===== config.mk =====
export PLATFORM = sky130hd
export DESIGN_NAME = fp_unpack_seq
export DESIGN_NICKNAME = d
export VERILOG_FILES = /design/src/rtl/fp_unpack_pkg.sv /design/src/rtl/fp_unpack_seq_classify.sv /design/src/rtl/fp_unpack_seq.sv
export SDC_FILE = /design/constraint.sdc
export NUM_CORES = 1
export LEC_CHECK = 0
export BUFFER_PORTS_ARGS = -buffer_cell sky130_fd_sc_hd__buf_2
export CORE_MARGIN = 4
export CORE_UTILIZATION = 36
export CTS_CLUSTER_DIAMETER = 50
export DETAILED_ROUTE_END_ITERATION = 10
export GPL_ROUTABILITY_DRIVEN = 0
export PLACE_DENSITY = 0.67
export SYNTH_ARGS = -nofsm -noshare
export SYNTH_HDL_FRONTEND = slang
export SYNTH_SLANG_ARGS = --single-unit

===== constraint.sdc =====
create_clock -name clk -period 1.5 [get_ports clk]
set_clock_uncertainty 0.2 [all_clocks]
set_input_delay 0.3 -clock clk [delete_from_list [all_inputs] [get_ports clk]]
set_output_delay 0.3 -clock clk [all_outputs]
set_load 0.01 [all_outputs]

===== src/rtl/fp_unpack_pkg.sv =====
// ============================================================================
//  Module      : fp_unpack_pkg
//  Description : Shared types for the sequential floating-point unpacker:
//                FSM state encoding and the operand class-flag bundle.
//                Optional feature macro: FP_UNPACK_NORM_EN (adds NORM state).
//  Revision    : 1.0 - initial release
// ============================================================================
`default_nettype none

package fp_unpack_pkg;

`ifdef FP_UNPACK_NORM_EN
  typedef enum logic [1:0] {
    IDLE = 2'd0,
    NORM = 2'd1,
    DONE = 2'd2
  } state_t;
`else
  typedef enum logic [1:0] {
    IDLE = 2'd0,
    DONE = 2'd2
  } state_t;
`endif

  // Class of the original packed operand; exactly one of subnorm/zero/inf/nan
  // is set for non-normal operands, snan qualifies nan.
  typedef struct packed {
    logic subnorm;
    logic zero;
    logic inf;
    logic nan;
    logic snan;
  } fp_class_t;

endpackage

`default_nettype wire


===== src/rtl/fp_unpack_seq_classify.sv =====
// ============================================================================
//  Module      : fp_classify
//  Description : Combinational field split and classification of a packed
//                IEEE-style operand {sign, exponent, fraction}.
//  Ports       : x_in  - packed operand (1+EW+MW bits)
//                sign  - sign bit
//                exp_f - raw biased exponent field
//                sig   - significand with hidden bit {exp!=0, frac}
//                flags - class flags (subnorm, zero, inf, nan, snan)
//  Revision    : 1.0 - initial release
// ============================================================================
`default_nettype none

module fp_classify
  import fp_unpack_pkg::*;
#(
  parameter int EW = 5,
  parameter int MW = 10
) (
  input  logic [EW+MW:0] x_in,
  output logic           sign,
  output logic [EW-1:0]  exp_f,
  output logic [MW:0]    sig,
  output fp_class_t      flags
);

  logic [MW-1:0] w_frac;
  logic          w_exp_zero;
  logic          w_exp_ones;
  logic          w_frac_zero;

  assign sign        = x_in[EW+MW];
  assign exp_f       = x_in[EW+MW-1:MW];
  assign w_frac      = x_in[MW-1:0];
  assign w_exp_zero  = (exp_f == '0);
  assign w_exp_ones  = (exp_f == '1);
  assign w_frac_zero = (w_frac == '0);

  assign sig = {~w_exp_zero, w_frac};

  assign flags.subnorm = w_exp_zero & ~w_frac_zero;
  assign flags.zero    = w_exp_zero &  w_frac_zero;
  assign flags.inf     = w_exp_ones &  w_frac_zero;
  assign flags.nan     = w_exp_ones & ~w_frac_zero;
  // Quiet bit is the fraction MSB; a NaN with it clear is signalling.
  assign flags.snan    = w_exp_ones & ~w_frac_zero & ~w_frac[MW-1];

endmodule

`default_nettype wire


===== src/rtl/fp_unpack_seq.sv =====
// ============================================================================
//  Module      : fp_unpack_seq
//  Description : Sequential unpacker for packed IEEE-style operands with a
//                valid/ready handshake on both sides. Produces sign, signed
//                biased exponent, significand with hidden bit and class flags.
//                With FP_UNPACK_NORM_EN defined, subnormal operands are
//                normalized one bit per cycle in a NORM state.
//  Ports       : clk, reset (async, active-high)
//                in_valid/in_ready/x_in      - operand input handshake
//                out_valid/out_ready         - result output handshake
//                xs, xe, xm                  - sign, exponent, significand
//                xsubnorm/xzero/xinf/xnan/xsnan - class of original operand
//  Revision    : 1.0 - initial release
// ============================================================================
`default_nettype none

module fp_unpack_seq
  import fp_unpack_pkg::*;
#(
  parameter int EW = 5,
  parameter int MW = 10
) (
  input  logic                 clk,
  input  logic                 reset,
  input  logic                 in_valid,
  output logic                 in_ready,
  input  logic [EW+MW:0]       x_in,
  output logic                 out_valid,
  input  logic                 out_ready,
  output logic                 xs,
  output logic signed [EW+1:0] xe,
  output logic [MW:0]          xm,
  output logic                 xsubnorm,
  output logic                 xzero,
  output logic                 xinf,
  output logic                 xnan,
  output logic                 xsnan
);

  // Classification of the incoming operand
  logic          w_sign;
  logic [EW-1:0] w_exp;
  logic [MW:0]   w_sig;
  fp_class_t     w_flags;
  logic [EW+1:0] w_xe_init;
  logic          w_accept;

  fp_classify #(
    .EW (EW),
    .MW (MW)
  ) u_classify (
    .x_in  (x_in),
    .sign  (w_sign),
    .exp_f (w_exp),
    .sig   (w_sig),
    .flags (w_flags)
  );

  // Subnormals share the exponent of the smallest normal (exp field 0 -> 1).
  assign w_xe_init = {2'b00, w_exp} + {{(EW+1){1'b0}}, (w_exp == '0)};

  // Registered state
  state_t        state_q, state_d;
  logic          xs_q, xs_d;
  logic [EW+1:0] xe_q, xe_d;
  logic [MW:0]   xm_q, xm_d;
  fp_class_t     flags_q, flags_d;

  assign in_ready  = (state_q == IDLE) || ((state_q == DONE) && out_ready);
  assign w_accept  = in_valid && in_ready;
  assign out_valid = (state_q == DONE);

  always_comb begin
    state_d = state_q;
    xs_d    = xs_q;
    xe_d    = xe_q;
    xm_d    = xm_q;
    flags_d = flags_q;

    case (state_q)
`ifdef FP_UNPACK_NORM_EN
      NORM: begin
        xm_d = xm_q << 1;
        xe_d = xe_q - {{(EW+1){1'b0}}, 1'b1};
        // Leave once the bit shifted into the hidden position is set.
        if (xm_q[MW-1]) begin
          state_d = DONE;
        end
      end
`endif
      DONE: begin
        if (out_ready && !in_valid) begin
          state_d = IDLE;
        end
      end
      default: begin
      end
    endcase

    // Acceptance covers both IDLE and the back-to-back DONE case.
    if (w_accept) begin
      xs_d    = w_sign;
      xe_d    = w_xe_init;
      xm_d    = w_sig;
      flags_d = w_flags;
`ifdef FP_UNPACK_NORM_EN
      state_d = w_flags.subnorm ? NORM : DONE;
`else
      state_d = DONE;
`endif
    end
  end

  always_ff @(posedge clk or posedge reset) begin
    if (reset) begin
      state_q <= IDLE;
      xs_q    <= 1'b0;
      xe_q    <= '0;
      xm_q    <= '0;
      flags_q <= '0;
    end else begin
      state_q <= state_d;
      xs_q    <= xs_d;
      xe_q    <= xe_d;
      xm_q    <= xm_d;
      flags_q <= flags_d;
    end
  end

  assign xs       = xs_q;
  assign xe       = xe_q;
  assign xm       = xm_q;
  assign xsubnorm = flags_q.subnorm;
  assign xzero    = flags_q.zero;
  assign xinf     = flags_q.inf;
  assign xnan     = flags_q.nan;
  assign xsnan    = flags_q.snan;

endmodule

`default_nettype wire


==> impl_metrics.py <==
metrics = {
    "worst_hold_path": {
        "hold_start": "x_in[4]",
        "hold_class": "in -> reg",
        "holdPathEnd": "xm[4]$_DFFE_PP0P_",
        "hold_depth": 2,
    },
    "setup_path": {
        "cp_num_buf_inv": 2,
        "cp_top_family": "simple AND/OR/NAND/NOR gates",
        "path_class": "in -> reg",
        "worstPathCellList": "buf_6, or4_4, nor2_4, ha_4, buf_6, nand3_4, xor2_1, a21oi_1",
        "cp-start-kind": "input pin",
        "r2r_slack_ns": -0.07,
        "r2r_end": "xm[10]$_DFFE_PP0P_",
        "r2r_cells": 4,
        "crit_top_cell": "buf_6",
        "cp-end-kind": "register",
        "cp_slowest_cell": "or4_4",
        "crit_required_ns": 1.57,
        "rr_startpoint": "state_q[1]$_DFFE_PP0P_",
        "crit_arrival_ns": 1.70,
        "crit_path_max_fanout": 2,
        "max_stage_delay_ns": 0.55,
    },
    "floorplan": {
        "boundaryPins": 46,
        "fp.coreArea_mm2": 0.00278,
        "fp-row-count": 19,
        "start_util_pct": 38.1,
        "die_w_um": 62.3,
        "die_h_um": 62.3,
        "die-area_mm2": 0.00388,
    },
    "synth": {
        "yosysWarnings": 0,
        "synthArstFlopShare_pct": 100,
        "synthesis.nets": 104,
        "synthCells": 82,
        "synth_area_mm2": 0.00106,
        "synth_cell_types": 28,
        "yosys_most_used_dff": "dfrtp_1",
        "yosys_register_bits": 24,
        "synth_area_per_cell_um2": 12.9,
        "ys_seq_area_share_pct": 56.6,
        "synth_edf_count": 0,
    },
    "global_routing": {
        "grt_max_degree": 14,
        "grt_overflow": 0,
        "grt_pass1_vias": 1030,
        "grt_pass1_wl_um": 4640,
        "antenna_found_initial": 0,
        "track_usage_pct": 14.4,
    },
    "drt": {
        "avgRoutedWirePerCell_um": 15.8,
        "remaining_drc_errors": 0,
        "dr.pass1.iters": 4,
        "avgViaCountPerCell": 5.12,
        "drt_iter0_drc": 13,
        "vias": 926,
        "routed_wl_um": 2860,
        "drtAntennaViolNets": 0,
    },
    "timing": {
        "rsz0062_at_grt": "yes",
        "finalCritPeriodShare_pct": 109,
        "fmaxAchievable_mhz": 612,
        "report.final.slew_viol_count": 0,
        "finalSetupViolCount": 9,
        "finalCriticalPeriod_ns": 1.63,
        "fin_setup_tns_ns": -0.831,
        "worst_slack_ns": -0.135,
        "hold_viol_final": 0,
    },
    "placement": {
        "placed_area_mm2": 0.00144,
        "numPortBuffers": 44,
        "dp_hpwl_um": 2010,
    },
    "clocking": {
        "tritoncts": "done",
        "clock_latency_ns": 0.32,
        "numClockSinks": 24,
        "cts-root-buf": "clkbuf_4",
        "clk_pin_slew_ns": 0.14,
        "cts_made_buffers": 3,
        "cts_buffer_depth": 2,
        "htree_levels": 1,
    },
    "layout": {
        "layout-drive-gt1-share_pct": 66.7,
        "layout.nets": 173,
        "num-fill-cells": 203,
        "antenna_cells": 0,
        "fin_area_mm2": 0.00174,
        "area_delta_synth_final_pct": 63.8,
    },
    "outcome": {
        "violations": "negative setup slack",
        "status": "finished with violations",
    },
    "pwr": {
        "intPower_uw": 1080,
        "pwr-share-seq_pct": 50.2,
        "switching_power_uw": 413,
        "p_comb_share_pct": 26.2,
        "p_per_area_mw_per_mm2": 857,
        "clkPwrFrac_pct": 23.6,
        "sw_frac_of_total_pct": 27.7,
        "p_leak_uw": 0.000833,
        "ir_worst_vdd_mv": 0.640,
    },
    "job": {
        "max-cap-violations": 0,
    },
}
cells in the final DEF, fill, tap and decap left out, drive strengths merged:
cell type / netlist / final
or4b: 1 / 1
o21a: 1 / 1
xnor2: 1 / 1
nor2: 4 / 4
o2bb2ai: 5 / 5
a21bo: 1 / 1
or4: 1 / 1
mux2: 13 / 13
clkbuf: 2 / 5
nor4: 1 / 1
dfrtp: 24 / 24
a21oi: 6 / 6
nand2b: 1 / 1
and4: 1 / 1
nand2: 2 / 2
dlygate4sd3: 0 / 3
and2: 2 / 2
inv: 2 / 2
xor2: 2 / 2
ha: 2 / 2
buf: 2 / 64
conb: 1 / 1
nand4bb: 1 / 1
nand4: 1 / 1
o41ai: 1 / 1
nand3: 4 / 4
metrics by stage:
| stage | utilization (%) | total power [uW] | hold WS, ns | setup WS (ns) | std cells |
|---|---|---|---|---|---|
| after floorplan | - | 907 | 0.115 | -0.360 | 82 |
| after global placement | 51.6 | 1060 | 0.116 | -0.495 | 169 |
| after detailed placement | 51.6 | 1070 | 0.116 | -0.554 | 169 |
| after CTS | 57.3 | 1440 | 0.0134 | -0.179 | 178 |
| after global routing | 62.5 | 1560 | 0.0178 | -0.183 | 181 |
| final | 62.5 | 1490 | 0.0116 | -0.135 | 181 |
sequential cells by signal (all words and copies together), names as in the netlist:
name and cells:
xzero 1, xsubnorm 1, xe 6, xnan 1, xs 1, xinf 1, state_q 1, xm 11
xsnan 1
per-layer routing:
metal | up-vias | track usage, % | wire length, um
met5 | - | 0 | 0
met4 | 0 | 5.84 | 27
met3 | 2 | 2.88 | 149
met2 | 28 | 25.4 | 1510
met1 | 464 | 16.9 | 1170
li1 | 432 | - | -
final cells by class:
cell class	count	area (um^2)	area share (%)
clock buffer	4	36.3	2.09
inverter	2	7.51	0.432
multi-input combinational	52	579	33.3
sequential	24	601	34.6
tap	31	38.8	2.23
timing repair buffer	68	475	27.4
how the worst max path moves through the flow:
stage | startpoint | slack, ns | to | cells past startpoint
2_1_floorplan | x_in[11] | -0.36 | xe[1]$_DFFE_PP0P_ | 5
4_1_cts | x_in[10] | -0.18 | xe[1]$_DFFE_PP0P_ | 6
3_3_place_gp | x_in[11] | -0.50 | xe[1]$_DFFE_PP0P_ | 6
6_report | x_in[12] | -0.13 | xe[3]$_DFFE_PP0P_ | 8
5_1_grt | x_in[12] | -0.18 | xe[3]$_DFFE_PP0P_ | 8
3_5_place_dp | x_in[11] | -0.55 | xe[4]$_DFFE_PP0P_ | 8
power by group through the flow:
| stage | logic (uW) | clock network (uW) | registers (uW) |
|---|---|---|---|
| floorplan | 115 | 0 | 792 |
| global placement | 303 | 0 | 756 |
| detailed placement | 309 | 0 | 760 |
| CTS | 335 | 353 | 748 |
| global route | 422 | 375 | 759 |
| finish | 390 | 351 | 748 |
cell usage after synthesis (2+ instances only):
library cell / count / area (um^2)
dfrtp_1: 24 / 601
mux2_2: 12 / 135
a21oi_1: 6 / 30.0
nand3_1: 4 / 20.0
nor2_1: 4 / 15.0
o2bb2ai_1: 3 / 26.3
and2_1: 2 / 12.5
clkbuf_1: 2 / 7.51
ha_1: 2 / 25.0
inv_1: 2 / 7.51
nand2_1: 2 / 7.51
o2bb2ai_2: 2 / 30.0
xor2_1: 2 / 17.5
what timing repair did:
item | 4_1_cts | 5_1_grt
hold endpoints to repair | 26 | 0
hold buffers | 3 | 0
pin swaps | 9 | 11
resized for setup | 15 | 22
cloned | 0 | 1
setup buffers | 2 | 2
setup endpoints to repair | 11 | 19
logic make-up after synthesis:
| family | count (synthesis) | share of synthesized area (%) |
|---|---|---|
| compound gates | 14 | 10.6 |
| xor+xnor | 3 | 2.48 |
| fa+ha+maj | 2 | 2.36 |
| buf+inv | 6 | 2.59 |
| flops | 24 | 56.6 |
| mux | 13 | 13.8 |
| other cells | 1 | 0.353 |
| simple gates | 19 | 11.2 |
No activity file was read; power rests on OpenSTA's default activity.
